<file path="src/rtl/imm_gen_pipe.sv">
// RV immediate decoder with a two-entry (output + skid) elastic buffer.
// Latency 1 cycle; o_ready is registered (skid empty), so backpressure never loops combinationally.
module imm_gen_pipe #(
    parameter int XLEN     = 32,
    parameter bit EN_ZICSR = 1'b1
) (
    input  logic            i_clk,
    input  logic            i_reset,
    input  logic            i_flush,
    input  logic            i_valid,
    output logic            o_ready,
    input  logic [31:0]     i_instr,
    output logic            o_valid,
    input  logic            i_ready,
    output logic [XLEN-1:0] o_imm,
    output logic [2:0]      o_fmt,
    output logic [31:0]     o_instr,
    output logic            o_unsup
);

    localparam logic [2:0] FMT_NONE = 3'd0;
    localparam logic [2:0] FMT_I    = 3'd1;
    localparam logic [2:0] FMT_S    = 3'd2;
    localparam logic [2:0] FMT_B    = 3'd3;
    localparam logic [2:0] FMT_U    = 3'd4;
    localparam logic [2:0] FMT_J    = 3'd5;
    localparam logic [2:0] FMT_Z    = 3'd6;

    typedef struct packed {
        logic [XLEN-1:0] imm;
        logic [2:0]      fmt;
        logic [31:0]     instr;
        logic            unsup;
    } entry_t;

    entry_t      dec;
    logic [31:0] imm32;

    entry_t out_q, out_d;
    entry_t skid_q, skid_d;
    logic   out_vld_q, out_vld_d;
    logic   skid_vld_q, skid_vld_d;

    logic   accept;
    logic   drain;

    always_comb begin
        imm32     = '0;
        dec       = '0;
        dec.instr = i_instr;
        case (i_instr[6:0])
            7'b0010011, 7'b0000011, 7'b1100111: begin
                dec.fmt = FMT_I;
                imm32   = {{20{i_instr[31]}}, i_instr[31:20]};
            end
            7'b0011011: begin
                if (XLEN == 64) begin
                    dec.fmt = FMT_I;
                    imm32   = {{20{i_instr[31]}}, i_instr[31:20]};
                end else begin
                    dec.unsup = 1'b1;
                end
            end
            7'b0100011: begin
                dec.fmt = FMT_S;
                imm32   = {{20{i_instr[31]}}, i_instr[31:25], i_instr[11:7]};
            end
            7'b1100011: begin
                dec.fmt = FMT_B;
                imm32   = {{19{i_instr[31]}}, i_instr[31], i_instr[7],
                           i_instr[30:25], i_instr[11:8], 1'b0};
            end
            7'b1101111: begin
                dec.fmt = FMT_J;
                imm32   = {{11{i_instr[31]}}, i_instr[31], i_instr[19:12],
                           i_instr[20], i_instr[30:21], 1'b0};
            end
            7'b0110111, 7'b0010111: begin
                dec.fmt = FMT_U;
                imm32   = {i_instr[31:12], 12'h000};
            end
            7'b1110011: begin
                if (EN_ZICSR) begin
                    dec.fmt = FMT_Z;
                    imm32   = {27'd0, i_instr[19:15]};
                end else begin
                    dec.unsup = 1'b1;
                end
            end
            default: begin
                dec.fmt   = FMT_NONE;
                dec.unsup = 1'b1;
            end
        endcase
        // Bit 31 is the sign for every format; zimm always has it clear.
        dec.imm = {{(XLEN-31){imm32[31]}}, imm32[30:0]};
    end

    assign accept = i_valid & o_ready;
    assign drain  = out_vld_q & i_ready;

    always_comb begin
        out_d      = out_q;
        skid_d     = skid_q;
        out_vld_d  = out_vld_q;
        skid_vld_d = skid_vld_q;
        if (i_flush) begin
            out_vld_d  = 1'b0;
            skid_vld_d = 1'b0;
        end else if (!out_vld_q || drain) begin
            // OUT is free this cycle: the skid entry is older than any new accept.
            if (skid_vld_q) begin
                out_d      = skid_q;
                out_vld_d  = 1'b1;
                skid_vld_d = 1'b0;
            end else if (accept) begin
                out_d     = dec;
                out_vld_d = 1'b1;
            end else begin
                out_vld_d = 1'b0;
            end
        end else if (accept) begin
            skid_d     = dec;
            skid_vld_d = 1'b1;
        end
    end

    always_ff @(posedge i_clk) begin
        if (i_reset) begin
            out_q      <= '0;
            skid_q     <= '0;
            out_vld_q  <= 1'b0;
            skid_vld_q <= 1'b0;
        end else begin
            out_q      <= out_d;
            skid_q     <= skid_d;
            out_vld_q  <= out_vld_d;
            skid_vld_q <= skid_vld_d;
        end
    end

    assign o_ready = ~skid_vld_q;
    assign o_valid = out_vld_q;
    assign o_imm   = out_q.imm;
    assign o_fmt   = out_q.fmt;
    assign o_instr = out_q.instr;
    assign o_unsup = out_q.unsup;

endmodule

</file>
<file path="config.mk">
export PLATFORM = sky130hd
export DESIGN_NAME = imm_gen_pipe
export DESIGN_NICKNAME = d
export VERILOG_FILES = /design/src/rtl/imm_gen_pipe.sv
export SDC_FILE = /design/constraint.sdc
export NUM_CORES = 1
export LEC_CHECK = 0
export ABC_CLOCK_PERIOD_IN_PS = 1800
export CAP_MARGIN = 10
export CORE_UTILIZATION = 34
export DETAILED_ROUTE_END_ITERATION = 10
export GPL_TIMING_DRIVEN = 0
export HOLD_SLACK_MARGIN = 0.1
export PLACE_DENSITY = 0.62
export SYNTH_ARGS = -nofsm -noshare
export SYNTH_HDL_FRONTEND = slang
export SYNTH_SLANG_ARGS = --single-unit
</file>
<file path="constraint.sdc">
create_clock -name i_clk -period 1.8 [get_ports i_clk]
set_input_delay 0.54 -clock i_clk [delete_from_list [all_inputs] [get_ports i_clk]]
set_output_delay 0.54 -clock i_clk [all_outputs]
set_load 0.01 [all_outputs]
</file>
== Word level (Yosys, flattened, before mapping) ==
Index checks and enable logic that the tools add are counted.
Widths: inputs -> output; s select.
Operators by class
  $lt $le $gt $ge: 0
  reduce and logical (&&, ||, !) cells: 10
  multipliers: 0
  bitwise logic cells: 5
  equality and inequality tests: 9
  muxes and demuxes: 7
  shift operators: 0
  $add $sub $neg: 0
  divide/modulo/power cells: 0
Operator list (count)
  $pmux 32 s6: 1
  $mux 68: 2
  $eq 7x7->1 const B: 4
  $pmux 3 s6: 1
  $eq 7x5->1 const B: 2
  $eq 7x6->1 const B: 2
  $reduce_or 9->1: 1
  $eq 7x2->1 const B: 1
  $reduce_and 3->1: 2
  $reduce_or 3->1: 2
  $reduce_or 2->1: 2
  $mux 1: 3
  $not 1->1: 3
  $and 1x1->1: 2
  $reduce_bool 2->1: 1
  $logic_not 1->1: 1
  $logic_or 1x1->1: 1
Word-level totals
  logic and storage cells: 41
  input port bits: 37
  bits in read-only memories: 0
  memories kept: 0
  output and inout bits: 70
  latch bits: 0
  register bits: 138
  bits in writable memories: 0

== Logic depth before layout (Yosys ltp) ==
Gate-level depths: netlist (run 1).
  depth in word-level cells: 5
  gate-level depth with buffers: 8
  mapped depth without buffers: 4

== Worst setup path before layout (run 1) ==
OpenSTA, ideal clock, no wires.
  kind: input to register
  start: in i_instr[5]
  end: reg out_q (netlist bit o_imm[21])
  stages: 6
  data required time: 1.713 ns
  library setup time: 0.087 ns
  slack: -0.049 ns
  path buffers: 2
  arrival time: 1.762 ns
  cells stage by stage: buf_2 > mux2_2 > o22ai_4 > a211oi_2 > buf_4 > a221oi_2
On the way
  cells in the longest elaborated chain, start to end: 5
  elaborated cells between the ends (all ways): 14
  classes of those cells: eq/ne (9); mux (3); reduce/logical (2)
Ends and longest elaborated chain
  from (decl): line 12  | input logic [31:0] i_instr,
  $eq 7x5->1 (tied with other cells): line 51  | case (i_instr[6:0])
  $reduce_or 3->1 or $reduce_or 2->1 (tied branches)
  $pmux 32 s6 (*): line 51
  $mux 68 (*): line 116  | end else if (accept) begin
  $mux 68 (*): line 112  | if (skid_vld_q) begin
  to (signal assigned): line 135  | out_q <= out_d;
  to (decl): line 39  | entry_t out_q, out_d;
Mark *: on every way between the ends. The rest lies on a longest branch, timed or not. The select of a mux whose other input is x is not followed.
A chain may end at the register's enable or synchronous reset.

== Worst setup path after layout (run 1) ==
  start: reg skid_vld_q
  end: reg out_q (netlist bit o_imm[29])
On the way
  cells in the longest elaborated chain, start to end: 4
  elaborated cells between the ends (all ways): 5
  classes of those cells: mux (1); bitwise (2); reduce/logical (2)
Ends and longest elaborated chain
  from (decl): line 42  | logic skid_vld_q, skid_vld_d;
  from (signal assigned): line 138  | skid_vld_q <= skid_vld_d;
  $not 1->1: line 142  | assign o_ready = ~skid_vld_q;
  $and 1x1->1: line 99  | assign accept = i_valid & o_ready;
  $reduce_bool 2->1 (no source line)
  $reduce_and 3->1 (no source line)
Several ways; a longest one is shown, not always the timed one.

==> reports/results.tsv, run 1 <==
stage	metric	value	unit
run_status	outcome	complete, no violations	
synth	synth_area	6067	um2
worst_setup_path	crit_top_cell	buf_6	
global_route	antenna_found_initial	0	
die	io-pin-count	107	
finish	nets	869	
worst_setup_path	cp_num_buf_inv	4	
hold_path	hold_class	register to register	
synth	yosysSeqAreaShare	45.54	%
global_route	track_usage	21.69	%
clocking	clock_sinks	138	
synth	synth_seq_cells	138	
die	die_area	18380	um2
worst_setup_path	endpoint_kind	register	
synth	yosysWarnings	0	
worst_setup_path	required	2140	ps
clocking	clockBufferDepth	2	
worst_setup_path	path_max_fanout	10	
placement	routabilityCongestion	0.8397	
placement	dp_hpwl	13.41	mm
timing	hold_viol	0	
pwr	ir_drop	0.6934	mV
die	die_x	135.6	um
clocking	hold_buffers	0	
placement	place_ws	-960.2	ps
clocking	cts_tree	yes	
global_route	overflow	0	
worst_setup_path	rr_worst_depth	8	
timing	fmax	564.3	MHz
timing	period_share	98.44	%
global_route	grt_start_max_net_pins	17	
global_route	grt_pass1_vias	5459	
worst_setup_path	critical_path.max_stage_delay	320	ps
route	finalWirelength	19.12	mm
worst_setup_path	path_class	register to register	
timing	skew	5.340	ps
global_route	grt_pass1_wl	30.35	mm
worst_setup_path	worstSetupStartpointType	register	
synth	async_flop_share	0	%
synth	synthTopCellsByArea	dfxtp_1 46%, a211oi_1 8.3%, nand2_1 6.6%	
finish	drive_above_1_share	16.45	%
synth	synth_edf_count	0	
finish	area_growth	34.81	%
clocking	worstSkewPairLatency	430	ps
worst_setup_path	arrival	2110	ps
finish	multi_input_area	3068	um2
worst_setup_path	critPathSlowestCell	dfxtp_2	
pwr	power_leakage	3.037	nW
route	drt_iter0_markers	415	
worst_setup_path	cpLargestDelayFamily	buffers and inverters	
finish	fill_cells	1689	
placement	io_buffers	103	
finish	final_common_cell	dfxtp_1	
timing	fin_crit	1772	ps
route	vias	5699	
finish	post-route-util	47.12	%
hold_path	holdPathStages	2	
clocking	h-tree-depth	4	
clocking	cts_buffers	17	
die	coreArea	17360	um2
route	detail-route-antenna-nets	0	
die	rows	48	
clocking	clkSlewWorstSetupHoldPaths	60	ps
synth	synth_top_flop_cell	dfxtp_1	
run	drv_cap	0	
pwr	power_density	908.8	nW/um2
timing	hold-worst-slack	451.3	ps
route	drc	0	
synth	yosys.area.top_type	dfxtp_1	
die	initial_utilization	34.96	%
route	drt-pass1-iter-count	5	
synth	syn-num-nets	735	
finish	instances_no_fill	1070	
synth	yosysUniqueCellTypes	52	
synth	synth_top_area_share	45.54	%
timing	relSlewSlack	47.71	%
synth	synth_area_per_cell	8.692	um2
finish	layout_common_cells	137 x dfxtp_1, 106 x nand2_1, 83 x nor2_1	
timing	rsz0062_at_grt	yes	
finish	n_antenna_cell	0	
clocking	root_buffer	clkbuf_16	
synth	netlist_instances	698	
timing	worst_slack	28.01	ps
finish	seqCellArea	2764	um2
route	viasPerCell	5.326	
worst_setup_path	cp.depth	8	
timing	drv_slew	0	
route	wl_per_cell	17.87	um
placement	placed_cells_incl_taps	1026	
die	die_h	135.6	um
worst_setup_path	path_cells	buf_6 > buf_6 > nor2_4 > nor3_4 > buf_4 > clkbuf_2 > o21ai_1 > a221oi_2	
timing	tightest_slew	784.4	ps
timing	setup_viol	0	
==> cell type report <==
| cell class | count | area share, % |
|---|---|---|
| plain buffers | 69 | 5.247 |
| clock buffers | 24 | 6.257 |
| clock inverters | 8 | 0.7955 |
| inverters | 6 | 0.3365 |
| multi-input cells | 485 | 37.51 |
| flip-flops and latches | 138 | 33.79 |
| well taps | 225 | 3.442 |
| repair buffers | 115 | 12.62 |
==> logic make-up after synthesis <==
| group | share of synthesized area [%] |
|---|---|
| buf+inv | 5.424 |
| compound gates | 24.66 |
| simple gates | 18.91 |
| flops | 45.54 |
| mux | 5.465 |
==> power by group <==
group / switching (mW) / total [mW] / internal (mW)
clock network: 1.29 / 3.39 / 2.10
registers: 0.0551 / 3.22 / 3.16
logic: 0.475 / 0.822 / 0.347
==> sequential cells by signal, summed over array words and instances, names as in the netlist <==
name / cells
o_fmt: 3
skid_q: 68
o_unsup: 1
o_instr: 32
o_valid: 1
skid_vld_q: 1
o_imm: 32
==> metal layers <==
metal	vias to the layer above	global-route usage, %	routed length [um]
li1	2782	-	-
met1	2724	29.14	8931
met2	169	34.16	8769
met3	24	4.302	1030
met4	0	8.052	386
met5	-	0	0
==> worst paths after layout <==
| path | start | endpoint | slack (ps) |
|---|---|---|---|
| hold / removal | skid_q[19] | skid_q[19] | 450 |
| hold reg to reg | skid_q[19] | skid_q[19] | 450 |
| setup / recovery | skid_vld_q | o_imm[29] | 30 |
| setup reg to reg | skid_vld_q | o_imm[29] | 30 |
==> Yosys cell counts, types with 3 or more instances <==
master / n
nand2_1: 106
clkbuf_1: 43
or3_1: 5
nor3_1: 6
dfxtp_1: 138
mux2i_1: 32
inv_1: 5
a21oi_1: 53
a221oi_2: 10
a211oi_1: 67
nand3_1: 19
o211ai_1: 15
a311oi_2: 8
o21ai_1: 4
buf_1: 3
buf_4: 5
o21ai_0: 19
o311ai_1: 3
buf_2: 17
a32oi_1: 4
nand3b_1: 8
nand4b_1: 6
nor2_1: 85
==> through the flow <==
stage	cell area, um2	TNS (ps)	total power [mW]
floorplan	6077	0	3.693
global placement	7390	-100940	4.118
detailed placement	7390	-103640	4.123
CTS	8100	-7.049	7.487
global route	8179	-589.1	7.693
finish	8179	0	7.433
==> worst register-to-register path: stages, from the launching register on <==
cell	delay, ps
dfxtp_2	320
buf_6	130
buf_6	110
nor2_4	40
nor3_4	210
buf_4	190
clkbuf_2	280
o21ai_1	150
a221oi_2	240
==> repair_timing <==
item | CTS | global route
gates resized for setup | 135 | 35
setup buffers | 7 | 4
gates cloned | 1 | 0
endpoints found under the setup margin | 206 | 105
pin swaps | 3 | 3
No activity file was read; power rests on OpenSTA's default activity.
==> run 2, diff against run 1 <==
CORE_MARGIN = 1   (was default)
==> results of run 2 <==
Final layout, timing and power as in run 1 (identical DEF).
